===== src/rtl/fft_pkg.sv =====
// Shared state encoding and radix-4 index helpers for the FFT frame controller.
package fft_pkg;

    typedef enum logic [1:0] {StLoad, StStart, StCompute, StUnload} state_e;

    localparam int unsigned MaxDigits = 16;

    // Bank of a sample index: sum of its base-4 digits, mod 4.
    function automatic logic [1:0] bank_sel(input logic [31:0] idx, input int unsigned n_log2);
        logic [1:0] acc;
        acc = 2'd0;
        for (int unsigned i = 0; i < MaxDigits; i++) begin
            if (i < n_log2 / 2) acc = acc + idx[2*i +: 2];
        end
        return acc;
    endfunction

    function automatic logic [31:0] digit_rev4(input logic [31:0] idx, input int unsigned n_log2);
        logic [31:0] res;
        res = '0;
        for (int unsigned i = 0; i < MaxDigits; i++) begin
            if (i < n_log2 / 2) res = {res[29:0], idx[2*i +: 2]};
        end
        return res;
    endfunction

endpackage


===== src/rtl/fft_skid_buf.sv =====
// Two-entry skid buffer between the bank read pipeline and the result stream.
module fft_skid_buf #(
    parameter int unsigned Width = 18
) (
    input  logic             clk_i,
    input  logic             rst_ni,
    input  logic             flush_i,
    input  logic             push_i,
    input  logic [Width-1:0] push_data_i,
    input  logic             ready_i,
    output logic             valid_o,
    output logic [Width-1:0] data_o,
    output logic [1:0]       count_o
);

    logic [Width-1:0] ent0_q, ent0_d, ent1_q, ent1_d;
    logic [1:0]       cnt_q, cnt_d, cnt_after_pop;
    logic             pop;

    assign valid_o = (cnt_q != 2'd0);
    assign data_o  = ent0_q;
    assign count_o = cnt_q;
    assign pop     = valid_o & ready_i;
    assign cnt_after_pop = cnt_q - {1'b0, pop};

    always_comb begin
        ent0_d = ent0_q;
        ent1_d = ent1_q;
        cnt_d  = cnt_after_pop;
        if (pop) ent0_d = ent1_q;
        if (push_i) begin
            if (cnt_after_pop == 2'd0) ent0_d = push_data_i;
            else                       ent1_d = push_data_i;
            cnt_d = cnt_after_pop + 2'd1;
        end
        if (flush_i) cnt_d = 2'd0;
    end

    always_ff @(posedge clk_i or negedge rst_ni) begin
        if (!rst_ni) begin
            ent0_q <= '0;
            ent1_q <= '0;
            cnt_q  <= 2'd0;
        end else begin
            ent0_q <= ent0_d;
            ent1_q <= ent1_d;
            cnt_q  <= cnt_d;
        end
    end

endmodule


===== src/rtl/fft_frame_ctrl.sv =====
// Frame controller: loads samples into four radix-4 RAM banks, starts the core,
// then streams results out in natural order through a skid buffer.
module fft_frame_ctrl
    import fft_pkg::*;
#(
    parameter int unsigned DATA_W = 16,
    parameter int unsigned N_LOG2 = 10,
    parameter bit          SIGNED = 1'b1
) (
    input  logic              iCLK,
    input  logic              iRESET,
    input  logic [DATA_W-1:0] iS_DATA,
    input  logic              iS_VALID,
    output logic              oS_READY,
    input  logic              iFLUSH,
    output logic              oSRC_EXT,
    output logic [DATA_W:0]   oWR_DATA,
    output logic [N_LOG2-3:0] oWR_ADDR,
    output logic [3:0]        oWR_WE,
    output logic              oSTART,
    input  logic              iCORE_RDY,
    output logic [N_LOG2-3:0] oRD_ADDR,
    input  logic [DATA_W:0]   iRD_DATA_0,
    input  logic [DATA_W:0]   iRD_DATA_1,
    input  logic [DATA_W:0]   iRD_DATA_2,
    input  logic [DATA_W:0]   iRD_DATA_3,
    output logic [DATA_W:0]   oM_DATA,
    output logic              oM_VALID,
    input  logic              iM_READY,
    output logic              oM_LAST,
    output logic              oERR
);

    localparam int unsigned AddrW = N_LOG2 - 2;

    if ((N_LOG2 % 2) != 0 || N_LOG2 < 4) begin : g_bad_n_log2
        $error("fft_frame_ctrl: N_LOG2 must be even and >= 4");
    end

    state_e            state_q, state_d;
    logic [N_LOG2-1:0] n_q, n_d;
    logic [N_LOG2:0]   rd_k_q, rd_k_d;
    logic              pend_q, pend_d, pend_last_q, pend_last_d, err_q, err_d;
    logic [1:0]        pend_bank_q, pend_bank_d, rd_bank, wr_bank, skid_cnt;
    logic [DATA_W:0]   rd_sel;
    logic [DATA_W+1:0] skid_data;
    logic              s_hs, m_pop, rd_issue;

    assign oS_READY = iRESET & ~iFLUSH & (state_q == StLoad);
    assign s_hs     = iS_VALID & oS_READY;
    assign wr_bank  = bank_sel(32'(n_q), N_LOG2);
    assign oWR_WE   = s_hs ? (4'b0001 << wr_bank) : 4'b0000;
    assign oWR_ADDR = n_q[N_LOG2-1:2];
    assign oWR_DATA = !iRESET ? '0 :
                      SIGNED  ? {iS_DATA[DATA_W-1], iS_DATA} : {1'b0, iS_DATA};

    assign oSTART   = (state_q == StStart);
    assign oSRC_EXT = (state_q == StLoad) || (state_q == StUnload);
    assign oERR     = err_q;

    // Result k lives at r = digitrev4(k); bank(r) equals the digit sum of k.
    assign rd_bank  = bank_sel(32'(rd_k_q[N_LOG2-1:0]), N_LOG2);
    assign oRD_ADDR = AddrW'(digit_rev4(32'(rd_k_q[N_LOG2-1:0]), N_LOG2) >> 2);
    assign m_pop    = oM_VALID & iM_READY;
    // Issue only if the read landing next cycle is guaranteed a free slot.
    assign rd_issue = (state_q == StUnload) && !iFLUSH && !rd_k_q[N_LOG2] &&
                      (({1'b0, skid_cnt} + {2'b00, pend_q}) <= (3'd1 + {2'b00, m_pop}));

    always_comb begin
        case (pend_bank_q)
            2'd0:    rd_sel = iRD_DATA_0;
            2'd1:    rd_sel = iRD_DATA_1;
            2'd2:    rd_sel = iRD_DATA_2;
            default: rd_sel = iRD_DATA_3;
        endcase
    end

    always_comb begin
        state_d     = state_q;
        n_d         = n_q;
        rd_k_d      = rd_k_q;
        pend_d      = rd_issue;
        pend_bank_d = rd_bank;
        pend_last_d = (rd_k_q[N_LOG2-1:0] == {N_LOG2{1'b1}});
        err_d       = err_q | (iCORE_RDY & (state_q != StCompute));
        if (iFLUSH) begin
            state_d = StLoad;
            n_d     = '0;
            rd_k_d  = '0;
            pend_d  = 1'b0;
        end else begin
            unique case (state_q)
                StLoad: begin
                    if (s_hs) begin
                        n_d = n_q + 1'b1;
                        if (n_q == {N_LOG2{1'b1}}) state_d = StStart;
                    end
                end
                StStart: state_d = StCompute;
                StCompute: begin
                    if (iCORE_RDY) begin
                        state_d = StUnload;
                        rd_k_d  = '0;
                    end
                end
                StUnload: begin
                    if (rd_issue) rd_k_d = rd_k_q + 1'b1;
                    if (m_pop && oM_LAST) state_d = StLoad;
                end
            endcase
        end
    end

    always_ff @(posedge iCLK or negedge iRESET) begin
        if (!iRESET) begin
            state_q     <= StLoad;
            n_q         <= '0;
            rd_k_q      <= '0;
            pend_q      <= 1'b0;
            pend_bank_q <= 2'd0;
            pend_last_q <= 1'b0;
            err_q       <= 1'b0;
        end else begin
            state_q     <= state_d;
            n_q         <= n_d;
            rd_k_q      <= rd_k_d;
            pend_q      <= pend_d;
            pend_bank_q <= pend_bank_d;
            pend_last_q <= pend_last_d;
            err_q       <= err_d;
        end
    end

    fft_skid_buf #(
        .Width (DATA_W + 2)
    ) u_skid (
        .clk_i       (iCLK),
        .rst_ni      (iRESET),
        .flush_i     (iFLUSH),
        .push_i      (pend_q & ~iFLUSH),
        .push_data_i ({pend_last_q, rd_sel}),
        .ready_i     (iM_READY),
        .valid_o     (oM_VALID),
        .data_o      (skid_data),
        .count_o     (skid_cnt)
    );

    assign oM_DATA = skid_data[DATA_W:0];
    assign oM_LAST = skid_data[DATA_W+1];

endmodule


===== config.mk =====
export PLATFORM = sky130hd
export DESIGN_NAME = fft_frame_ctrl
export DESIGN_NICKNAME = d
export VERILOG_FILES = /design/src/rtl/fft_pkg.sv /design/src/rtl/fft_skid_buf.sv /design/src/rtl/fft_frame_ctrl.sv
export SDC_FILE = /design/constraint.sdc
export NUM_CORES = 1
export LEC_CHECK = 0
export ABC_AREA = 1
export CAP_MARGIN = 0
export CORE_UTILIZATION = 38
export CTS_BUF_LIST = sky130_fd_sc_hd__clkbuf_8
export DETAILED_ROUTE_END_ITERATION = 16
export PLACE_DENSITY = 0.72
export SETUP_SLACK_MARGIN = 0.05
export SLEW_MARGIN = 5
export SYNTH_ARGS = -nofsm -noshare
export SYNTH_HDL_FRONTEND = slang
export SYNTH_SLANG_ARGS = --single-unit

===== constraint.sdc =====
create_clock -name iCLK -period 2.8 [get_ports iCLK]
set_clock_uncertainty 0.2 [all_clocks]
set_input_delay 0.42 -clock iCLK [delete_from_list [all_inputs] [get_ports iCLK]]
set_output_delay 0.42 -clock iCLK [all_outputs]
set_load 0.02 [all_outputs]

==> flow_metrics.py <==
metrics = {
    "placed_design": {
        "globalplace.congestion": 0.845,
        "place_hpwl_um": 9190,
        "port_buffers": 149,
        "dp.cells": 890,
    },
    "worst_setup_path": {
        "r2r_start": "rd_k_q[4]",
        "end_kind": "output port",
        "rr_worst_depth": 8,
        "rr_endpoint": "pend_bank_q[1]",
        "critPathMaxFanout": 3,
        "worst_setup_path_start_kind": "register",
        "critPathKind": "register to output port",
        "cp.required_ns": 2.18,
        "arrival_ns": 3.02,
        "crit_start": "n_q[0]",
        "r2r_setup_slack_ns": 0.17,
        "endpoint": "oWR_WE[0]",
    },
    "pwr": {
        "ir_drop_v": 0.000374,
        "powerDensity_nw_per_um2": 635,
        "p_leak_nw": 2.88,
    },
    "timing": {
        "relSlewSlack": 0.509,
        "rsz0062_at_grt": "true",
        "worst_pin_slew_ns": 0.736,
        "drv_slew": 0,
        "period_minus_slack_ns": 3.64,
        "clock.fmax_mhz": 275,
        "finalSetupViolCount": 4,
        "finalHoldViolCount": 0,
        "fin_ws_ns": -0.838,
        "whs_ns": 0.286,
        "post-route-period-util": 1.30,
    },
    "floorplan": {
        "fp.coreArea_um2": 11000,
        "ios": 150,
        "die_h_um": 109,
        "die_x_um": 109,
        "dieArea_um2": 11900,
        "row_count": 38,
        "initial_core_util": 0.396,
    },
    "drt": {
        "ant_nets": 0,
        "first_pass_iters": 4,
        "drt-initial-drc-count": 183,
        "viasPerCell": 4.81,
        "drt_drc_violations_left": 0,
        "vias": 4366,
        "wire_per_inst_um": 13.2,
        "routed_wl_um": 12000,
    },
    "grt": {
        "grt_pass1_wl_um": 19400,
        "antenna_found_initial": 0,
        "grt_overflow": 0,
        "grt_max_degree": 59,
        "grt_use_total": 0.206,
        "grt_pass1_vias": 4337,
    },
    "synth": {
        "ys_seq_area_frac": 0.378,
        "async_flop_share": 1.00,
        "synth_edf_count": 0,
        "syn-num-nets": 722,
        "syn_area_per_cell_um2": 7.12,
        "ys_ff_latch": 66,
        "postSynthCellCount": 614,
        "ys_dominant_reg_cell": "dfrtp_1",
        "synth_cell_types": 36,
        "ys_warn_count": 0,
        "synth_area_um2": 4370,
    },
    "cts": {
        "cts_buffer_depth": 2,
        "post_cts_buffers": 0,
        "cts.clk_slew.worst_paths_ns": 0.08,
        "htreeDepth": 3,
        "clock_latency_ns": 0.34,
        "cts_tree": "yes",
        "cts_made_buffers": 9,
        "cts.sinks": 66,
        "clockRootBuffer": "clkbuf_8",
    },
    "final_layout": {
        "fill_cells": 1014,
        "utilization": 0.566,
        "antenna_cells": 0,
        "layout.cells.non_filler": 907,
        "drive_gt1_frac": 0.0926,
        "nNetsFinal": 870,
        "areaGrowthSynthToFinish_pct": 42.8,
    },
    "run_status": {
        "violations": "setup timing",
        "status": "finished with violations",
    },
    "min_path": {
        "hold_class": "register to register",
        "hp-start": "u_skid.ent1_q[1]",
    },
    "flow_run": {
        "cap_violations": 0,
    },
}
[sequential cells by signal, indices dropped and copies added, names as in the netlist]
signal,count
state_q,2
u_skid.data_o,18
oERR,1
n_q,10
pend_q,1
rd_k_q,11
u_skid.ent1_q,18
u_skid.count_o,2
pend_bank_q,2
pend_last_q,1
[per-layer routing]
metal	share of wire	up-vias	track usage
met5	0	-	0
met4	0.013	0	0.0476
met3	0.063	14	0.0508
met2	0.50	132	0.381
met1	0.42	2012	0.238
li1	-	2208	-
[area by class of cell]
| type | count | area, um2 | area share |
|---|---|---|---|
| Timing Repair Buffer | 172 | 1680 | 0.270 |
| Multi-Input combinational cell | 424 | 2200 | 0.353 |
| Tap cell | 140 | 175 | 0.0281 |
| Clock inverter | 6 | 57.6 | 0.00922 |
| Sequential cell | 66 | 1650 | 0.265 |
| Clock buffer | 10 | 138 | 0.0221 |
| Inverter | 89 | 334 | 0.0535 |
[worst max-delay path: stages, from the launching register on]
cell and delay, ns:
dfrtp_1 0.40, fa_1 0.53, inv_1 0.05, fa_1 0.49, fa_2 0.37, xor2_2 0.18
xor2_1 0.20, nand2_2 0.14, a21oi_4 0.17, buf_6 0.13
[synth_stat cells, drive strengths merged (3+ instances only)]
cell type / instances / area share
nand3: 26 / 0.033
xor2: 5 / 0.010
buf: 34 / 0.054
nor3: 3 / 0.0034
nor2: 36 / 0.035
inv: 88 / 0.076
dfrtp: 66 / 0.38
nand2: 220 / 0.19
ha: 11 / 0.031
o21ai: 59 / 0.068
a21oi: 10 / 0.011
nand4: 24 / 0.034
xnor2: 7 / 0.014
fa: 7 / 0.032
o21bai: 3 / 0.0052
[placed cells by master, fill, tap and decap left out, types with 10 or more instances in the layout]
| cell | n |
|---|---|
| clkbuf_8 | 10 |
| buf_4 | 22 |
| dfrtp_1 | 66 |
| o21ai_0 | 53 |
| clkdlybuf4s50_1 | 144 |
| nand3_1 | 23 |
| nor2_1 | 28 |
| nand4_1 | 24 |
| nand2_1 | 213 |
| inv_1 | 84 |
| ha_1 | 11 |
[through the flow]
| stage | area [um2] | setup TNS, ns | setup WS (ns) | power [mW] |
|---|---|---|---|---|
| floorplan | 4430 | -1.30 | -0.341 | 2.43 |
| global placement | 6030 | -3.31 | -0.843 | 3.12 |
| detailed placement | 6030 | -3.59 | -0.902 | 3.19 |
| CTS | 6240 | -3.50 | -0.881 | 4.01 |
| global route | 6240 | -4.06 | -1.02 | 4.28 |
| finish | 6240 | -3.28 | -0.838 | 3.96 |
[cells by family after synthesis]
| kind of cell | count (synthesis) | share of synthesized area |
|---|---|---|
| simple gates | 315 | 0.307 |
| fa+ha+maj | 18 | 0.0636 |
| buf+inv | 124 | 0.132 |
| flops | 66 | 0.378 |
| compound gates | 79 | 0.0956 |
| xor+xnor | 12 | 0.0240 |
[worst min path at each step]
stage                             endpoint  cells past startpoint  slack [ns]
after global placement              n_q[9]                      2        0.22
after floorplan                     n_q[0]                      0       -0.08
after global routing      u_skid.ent1_q[1]                      2        0.32
final                     u_skid.ent1_q[1]                      2        0.29
after CTS                 u_skid.ent1_q[1]                      2        0.29
after detailed placement            n_q[9]                      2        0.23
[where the power goes]
| group | internal, mW | switching [mW] |
|---|---|---|
| logic | 0.796 | 0.997 |
| registers | 1.24 | 0.134 |
| clock network | 0.429 | 0.370 |
| total | 2.46 | 1.50 |
[timing repair]
action	4_1_cts	5_1_grt
endpoints found under the setup margin	4	4
gates resized for setup	24	0
hold endpoints to repair	8	0
pin swaps	6	5
hold buffers	1	0
(Power assumes the default switching activity.)
